## config.mk

```make
export PLATFORM = sky130hd
export DESIGN_NAME = alarm_controller
export DESIGN_NICKNAME = d
export VERILOG_FILES = /design/src/rtl/alarm_pkg.sv /design/src/rtl/alarm_input_sync.sv /design/src/rtl/alarm_controller.sv
export SDC_FILE = /design/constraint.sdc
export NUM_CORES = 1
export LEC_CHECK = 0
export ABC_AREA = 1
export BUFFER_PORTS_ARGS = -buffer_cell sky130_fd_sc_hd__buf_2
export CORE_MARGIN = 3
export CORE_UTILIZATION = 30
export DETAILED_ROUTE_END_ITERATION = 6
export PLACE_DENSITY = 0.45
export SLEW_MARGIN = 30
export SYNTH_ARGS = -nofsm -noshare
export SYNTH_HDL_FRONTEND = slang
export SYNTH_HIERARCHICAL = 1
export SYNTH_SLANG_ARGS = --single-unit
```

## constraint.sdc

```tcl
create_clock -name CLK_100ms -period 1.9 [get_ports CLK_100ms]
set_input_delay 0.38 -clock CLK_100ms [delete_from_list [all_inputs] [get_ports CLK_100ms]]
set_output_delay 0.38 -clock CLK_100ms [all_outputs]
set_load 0.02 [all_outputs]
```

## src/rtl/alarm_pkg.sv

```systemverilog
// alarm_pkg: shared state encodings, LED bit positions and default tick
// lengths for the alarm_controller slice.
package alarm_pkg;

   typedef enum logic [2:0] {
      ST_DISARMED    = 3'd0,
      ST_ARM_PENDING = 3'd1,
      ST_ARMED       = 3'd2,
      ST_ENTRY_DELAY = 3'd3,
      ST_TRIGGERED   = 3'd4
   } state_e;

   localparam int LED_DISARMED = 7;
   localparam int LED_ARMED    = 6;
   localparam int LED_ZONE_LSB = 2;
   localparam int LED_STROBE   = 1;
   localparam int LED_TRIG     = 0;

   localparam int DEF_EXIT_TICKS  = 100;
   localparam int DEF_ENTRY_TICKS = 50;
   localparam int DEF_STROBE_HALF = 2;

endpackage

```

## src/rtl/alarm_input_sync.sv

```systemverilog
// alarm_input_sync: 2-flop synchronizer, optionally followed by a
// rising-edge detector (RISE=1) that emits a one-edge press pulse.
// Ports: CLK_100ms clock, SYS_RST async active-high reset,
//        i_d asynchronous levels, o_q synced level or press pulse.
module alarm_input_sync #(
   parameter int W    = 1,
   parameter bit RISE = 1'b0
) (
   input  logic         CLK_100ms,
   input  logic         SYS_RST,
   input  logic [W-1:0] i_d,
   output logic [W-1:0] o_q
);

   logic [W-1:0] r_s1;
   logic [W-1:0] r_s2;

   always_ff @(posedge CLK_100ms or posedge SYS_RST) begin
      if (SYS_RST) begin
         r_s1 <= '0;
         r_s2 <= '0;
      end else begin
         r_s1 <= i_d;
         r_s2 <= r_s1;
      end
   end

   generate
      if (RISE) begin : g_rise
         logic [W-1:0] r_prev;
         logic [W-1:0] r_seen;
         logic         r_vld;

         // r_seen only arms once a genuine low has been sampled after
         // reset, so a key held through reset never fakes a press.
         always_ff @(posedge CLK_100ms or posedge SYS_RST) begin
            if (SYS_RST) begin
               r_prev <= '0;
               r_seen <= '0;
               r_vld  <= 1'b0;
            end else begin
               r_prev <= r_s2;
               r_vld  <= 1'b1;
               r_seen <= r_seen | (~r_s1 & {W{r_vld}});
            end
         end

         assign o_q = r_s2 & ~r_prev & r_seen;
      end else begin : g_lvl
         assign o_q = r_s2;
      end
   endgenerate

endmodule

```

## src/rtl/alarm_controller.sv

```systemverilog
// alarm_controller: exit-delay / entry-delay / trigger sequencer with LED
// status decode. ENTRY_DELAY exists only when ALARM_ENTRY_DELAY_EN is set.
// Ports: CLK_100ms, SYS_RST (async, active-high), panic_key, arm_key,
//        zone_sensor[2:0] in; led[7:0] status, state[2:0] debug out.
module alarm_controller
   import alarm_pkg::*;
#(
   parameter int EXIT_TICKS  = DEF_EXIT_TICKS,
   parameter int ENTRY_TICKS = DEF_ENTRY_TICKS,
   parameter int STROBE_HALF = DEF_STROBE_HALF
) (
   input  logic       CLK_100ms,
   input  logic       SYS_RST,
   input  logic       panic_key,
   input  logic       arm_key,
   input  logic [2:0] zone_sensor,
   output logic [7:0] led,
   output logic [2:0] state
);

   localparam logic [6:0] EXIT_LAST  = 7'(EXIT_TICKS - 1);
   localparam logic [6:0] ENTRY_LAST = 7'(ENTRY_TICKS - 1);
   localparam logic [6:0] SH_LAST    = 7'(STROBE_HALF - 1);

   logic [1:0] w_keys;
   logic [2:0] w_zone;
   logic       w_panic;
   logic       w_arm;

   state_e     r_state;
   state_e     w_next;
   logic [6:0] r_timer;
   logic [6:0] r_scnt;
   logic       r_strobe;
   logic [2:0] r_zmem;
   logic [2:0] w_zmem_nxt;
   logic [6:0] w_limit;
   logic       w_tdone;
   logic       w_entry;
   logic       w_flash;

   alarm_input_sync #(.W(2), .RISE(1'b1)) u_keys (
      .CLK_100ms (CLK_100ms),
      .SYS_RST   (SYS_RST),
      .i_d       ({panic_key, arm_key}),
      .o_q       (w_keys)
   );

   alarm_input_sync #(.W(3), .RISE(1'b0)) u_zones (
      .CLK_100ms (CLK_100ms),
      .SYS_RST   (SYS_RST),
      .i_d       (zone_sensor),
      .o_q       (w_zone)
   );

   assign w_panic = w_keys[1];
   assign w_arm   = w_keys[0];

   assign w_limit = (r_state == ST_ENTRY_DELAY) ? ENTRY_LAST : EXIT_LAST;
   assign w_tdone = (r_timer == w_limit);
   assign w_entry = (w_next != r_state);
   assign w_flash = (r_state == ST_ARM_PENDING) ||
                    (r_state == ST_TRIGGERED);

   always_comb begin
      w_next     = r_state;
      w_zmem_nxt = r_zmem;
      case (r_state)
         ST_DISARMED: begin
            if (w_arm && (w_zone == 3'b000))
               w_next = ST_ARM_PENDING;
         end
         ST_ARM_PENDING: begin
            if (w_arm)        w_next = ST_DISARMED;
            else if (w_tdone) w_next = ST_ARMED;
         end
         ST_ARMED: begin
            if (w_arm) begin
               w_next = ST_DISARMED;
            end else if (|w_zone) begin
`ifdef ALARM_ENTRY_DELAY_EN
               w_next = ST_ENTRY_DELAY;
`else
               w_next = ST_TRIGGERED;
`endif
               w_zmem_nxt = w_zone;
            end
         end
         ST_ENTRY_DELAY: begin
            if (w_arm) begin
               w_next = ST_DISARMED;
            end else begin
               w_zmem_nxt = r_zmem | w_zone;
               if (w_tdone) w_next = ST_TRIGGERED;
            end
         end
         ST_TRIGGERED: begin
            if (w_arm) w_next = ST_DISARMED;
            else       w_zmem_nxt = r_zmem | w_zone;
         end
         default: w_next = ST_DISARMED;
      endcase
      // Panic overrides everything and must not latch new zones.
      if (w_panic) begin
         w_next     = ST_TRIGGERED;
         w_zmem_nxt = r_zmem;
      end
      if (w_next == ST_DISARMED) w_zmem_nxt = 3'b000;
   end

   always_ff @(posedge CLK_100ms or posedge SYS_RST) begin
      if (SYS_RST) begin
         r_state <= ST_DISARMED;
         r_zmem  <= 3'b000;
         r_timer <= 7'd0;
      end else begin
         r_state <= w_next;
         r_zmem  <= w_zmem_nxt;
         if (w_entry)               r_timer <= 7'd0;
         else if (r_timer != 7'h7f) r_timer <= r_timer + 7'd1;
      end
   end

   // Strobe toggler shared by the ARM_PENDING flash and TRIGGERED strobe.
   always_ff @(posedge CLK_100ms or posedge SYS_RST) begin
      if (SYS_RST) begin
         r_strobe <= 1'b0;
         r_scnt   <= 7'd0;
      end else if (w_entry) begin
         r_strobe <= (w_next == ST_ARM_PENDING) ||
                     (w_next == ST_TRIGGERED);
         r_scnt   <= 7'd0;
      end else if (w_flash) begin
         if (r_scnt == SH_LAST) begin
            r_strobe <= ~r_strobe;
            r_scnt   <= 7'd0;
         end else begin
            r_scnt   <= r_scnt + 7'd1;
         end
      end
   end

   always_comb begin
      led = 8'h00;
      case (r_state)
         ST_DISARMED: begin
            led[LED_DISARMED]      = 1'b1;
            led[LED_ZONE_LSB +: 3] = w_zone;
         end
         ST_ARM_PENDING: begin
            led[LED_ARMED] = r_strobe;
         end
         ST_ARMED: begin
            led[LED_ARMED] = 1'b1;
         end
         ST_ENTRY_DELAY: begin
            led[LED_ARMED]         = 1'b1;
            led[LED_ZONE_LSB +: 3] = r_zmem;
         end
         ST_TRIGGERED: begin
            led[LED_ARMED]         = 1'b1;
            led[LED_ZONE_LSB +: 3] = r_zmem;
            led[LED_STROBE]        = r_strobe;
            led[LED_TRIG]          = 1'b1;
         end
         default: led = 8'h00;
      endcase
   end

   assign state = r_state;

endmodule

```

==> results.yml <==
run_status:
  status: "finished, violations left"
  failed_checks: "negative hold slack, negative setup slack"
worst_setup_path:
  cp_num_buf_inv: 4
  r2r-start: "state[0]"
  path_depth: 9
  max_stage_delay_ns: 0.45
  end_kind: "output port"
  worstSetupEndpoint: "led[2]"
  required_ns: 1.52
  path_max_fanout: 4
  r2r_slack_ns: 0.02
  worst_setup_path_start_kind: "register"
  setup.worst_path.start: "state[1]"
  cpMostUsedCell: "nor2_4"
  r2r_cells: 12
  crit_type: "reg -> out"
  cp_data_arrival_time_ns: 1.57
  path_delay_family: "buffers and inverters"
  crit_path_cell_trace: "inv_2, nand2_4, nor2_4, buf_6, nor2_4, inv_4, nand2_2, o21ai_1, buf_4"
  r2r-end: "r_timer[1]"
  slowest_stage: "dfrtp_2"
final_layout:
  nNetsFinal: 294
  finalNonFillerCells: 360
  diodes: 0
  area_growth_pct: 37.31
  drive_gt1_share_pct: 38.60
detailed_routing:
  detail_route.vias_per_cell: 4.372
  firstDrtPassIters: 4
  num_vias: 1574
  drt_iter0_drc: 91
  drc_errors: 0
  routed_wl_um: 4145
  final_antenna_net_count: 0
  wl_per_cell_um: 11.51
yosys:
  synthCells: 233
  synth_most_common_cell: "nand2_1"
  ys_seq_area_share_pct: 48.48
  synth_area_leaders: "dfrtp_1 (48%), nand2_1 (13%), inv_1 (6.9%)"
  synthArstFlopShare_pct: 100.0
  syn_nets: 243
  ys_top_cells_by_count: "nand2_1 (64), dfrtp_1 (36), inv_1 (34)"
  syn_area_um2: 1858
  ys_ff_latch: 36
  synth_edf_count: 0
  synth_cell_types: 28
  yosysTopAreaCell: "dfrtp_1"
  synth_top_area_share_pct: 48.48
  syn_avg_cell_area_um2: 7.974
  yosys_warnings: 6
  synth_top_flop_cell: "dfrtp_1"
timing:
  rsz0062_at_grt: "yes"
  drv_slew: 0
  skew_ns: 0.003767
  fmax_mhz: 513.3
  fin_crit_ns: 1.948
  timing.hold.ws_ns: -0.001490
  fin_tns_setup_ns: -0.1269
  hold_viol_final: 6
  setup_violations: 4
  worst_slack_ns: -0.04821
  fin_crit_sh_pct: 102.5
grt:
  grt_pass1_wl_um: 6872
  grt_pass1_vias: 1493
  antenna_found_initial: 0
  grt_usage_pct: 12.22
  grt_max_degree: 22
  grt_overflow: 0
clocking:
  cts_inserted_buffers: 5
  clkSinkCount: 36
  clk_pin_slew_ns: 0.07
  clk-insertion-delay-late_ns: 0.29
  cts_htree_levels: 2
  tritoncts: "built"
  clockRootBuffer: "clkbuf_8"
  hold_buffers: 0
  cts_max_path_buffers: 2
pwr:
  powerDensity_nw_per_um2: 891.5
  power.total_w: 0.002274
  leakage_nw: 1.302
  vdd_drop_max_mv: 0.3466
floorplanning:
  die_w_um: 84.70
  die_height_um: 84.70
  initial_core_util_pct: 31.20
  row_count: 28
  dieArea_um2: 7174
  io_pins: 18
  core-area_um2: 5956
placed_design:
  preCtsSetupSlack_ns: -0.03470
  gp_congestion: 0.8022
  dp_cells: 343
  dp_hpwl_um: 2945
  port_buffers: 16
flow_run:
  max-cap-violations: 0
min_path:
  holdCritPathClass: "in -> async"
==> sequential cells by signal, summed over array words and instances (netlist names) <==
register,flops
r_scnt,7
u_keys/g_rise.r_prev,2
u_keys/g_rise.r_vld,1
r_timer,7
u_keys/r_s1,2
u_zones/r_s1,3
r_strobe,1
u_keys/r_s2,2
state,3
r_zmem,3
u_keys/g_rise.r_seen,2
u_zones/o_q,3
==> how the worst min path moves through the flow <==
stage | slack [ns] | end | cells past startpoint
6_report | -0.001 | u_zones/r_s1[2] | 2
5_1_grt | 0.01 | u_zones/r_s1[2] | 2
4_1_cts | 0.006 | u_zones/r_s1[2] | 2
3_5_place_dp | 0.32 | u_zones/r_s1[2] | 2
3_3_place_gp | 0.32 | u_zones/r_s1[2] | 2
2_1_floorplan | 0.17 | u_zones/o_q[0] | 1
==> logic make-up (layout without fill, tap and decap cells) <==
family	count (synthesis)	count (layout)	synth area share, %
XOR/XNOR	7	7	3.300
flip-flops	36	36	48.48
buffers and inverters	39	91	8.620
other	2	2	0.4042
AO/OA/AOI/OAI	16	16	5.859
AND/OR/NAND/NOR	130	130	31.31
adder cells (fa/ha/maj)	3	3	2.020
==> cells in the final DEF (no fill, tap or decap), drive strengths merged <==
| cell type | n |
|---|---|
| nor3 | 5 |
| nand2 | 68 |
| o211ai | 1 |
| clkinv | 1 |
| buf | 46 |
| nor2 | 34 |
| xor2 | 7 |
| or2 | 1 |
| o2111ai | 2 |
| clkbuf | 6 |
| a211oi | 2 |
| dfrtp | 36 |
| conb | 2 |
| nand4 | 4 |
| ha | 3 |
| inv | 37 |
| a21oi | 2 |
| nand3 | 16 |
| bufinv | 1 |
| o21ai | 9 |
| nand3b | 2 |
==> per-stage QoR <==
stage | area (um^2) | utilization (%)
floorplan | 1863 | -
global placement | 2176 | 36.53
detailed placement | 2176 | 36.53
CTS | 2376 | 39.90
global route | 2551 | 42.84
finish | 2551 | 42.84
==> cell type report <==
cell class	count	area [um^2]
Clock buffer	6	72.57
Clock inverter	2	35.03
Fill cell	606	3405
Inverter	37	146.4
Multi-Input combinational cell	158	943.4
Sequential cell	36	904.6
Tap cell	75	93.84
Timing Repair Buffer	46	355.3
==> timing repair <==
| action | 4_1_cts | 5_1_grt |
|---|---|---|
| pin swaps | 5 | 30 |
| setup buffers | 4 | 5 |
| resized for setup | 25 | 41 |
| hold endpoints to repair | 0 | 0 |
| endpoints found under the setup margin | 15 | 23 |
==> metal layers <==
metal	global-route usage (%)	share of wire, %	vias up
li1	-	-	820
met1	16.30	48	721
met2	18.29	46	25
met3	3.729	4.1	8
met4	5.324	2.3	0
met5	0	0	-
==> where the power goes <==
part           internal (W)  switching, W  leakage [nW]
combinational      0.000288      0.000392         0.801
sequential         0.000853     0.0000719         0.446
clock              0.000389      0.000280        0.0552
Note: power is estimated with default switching activity, not from simulation.
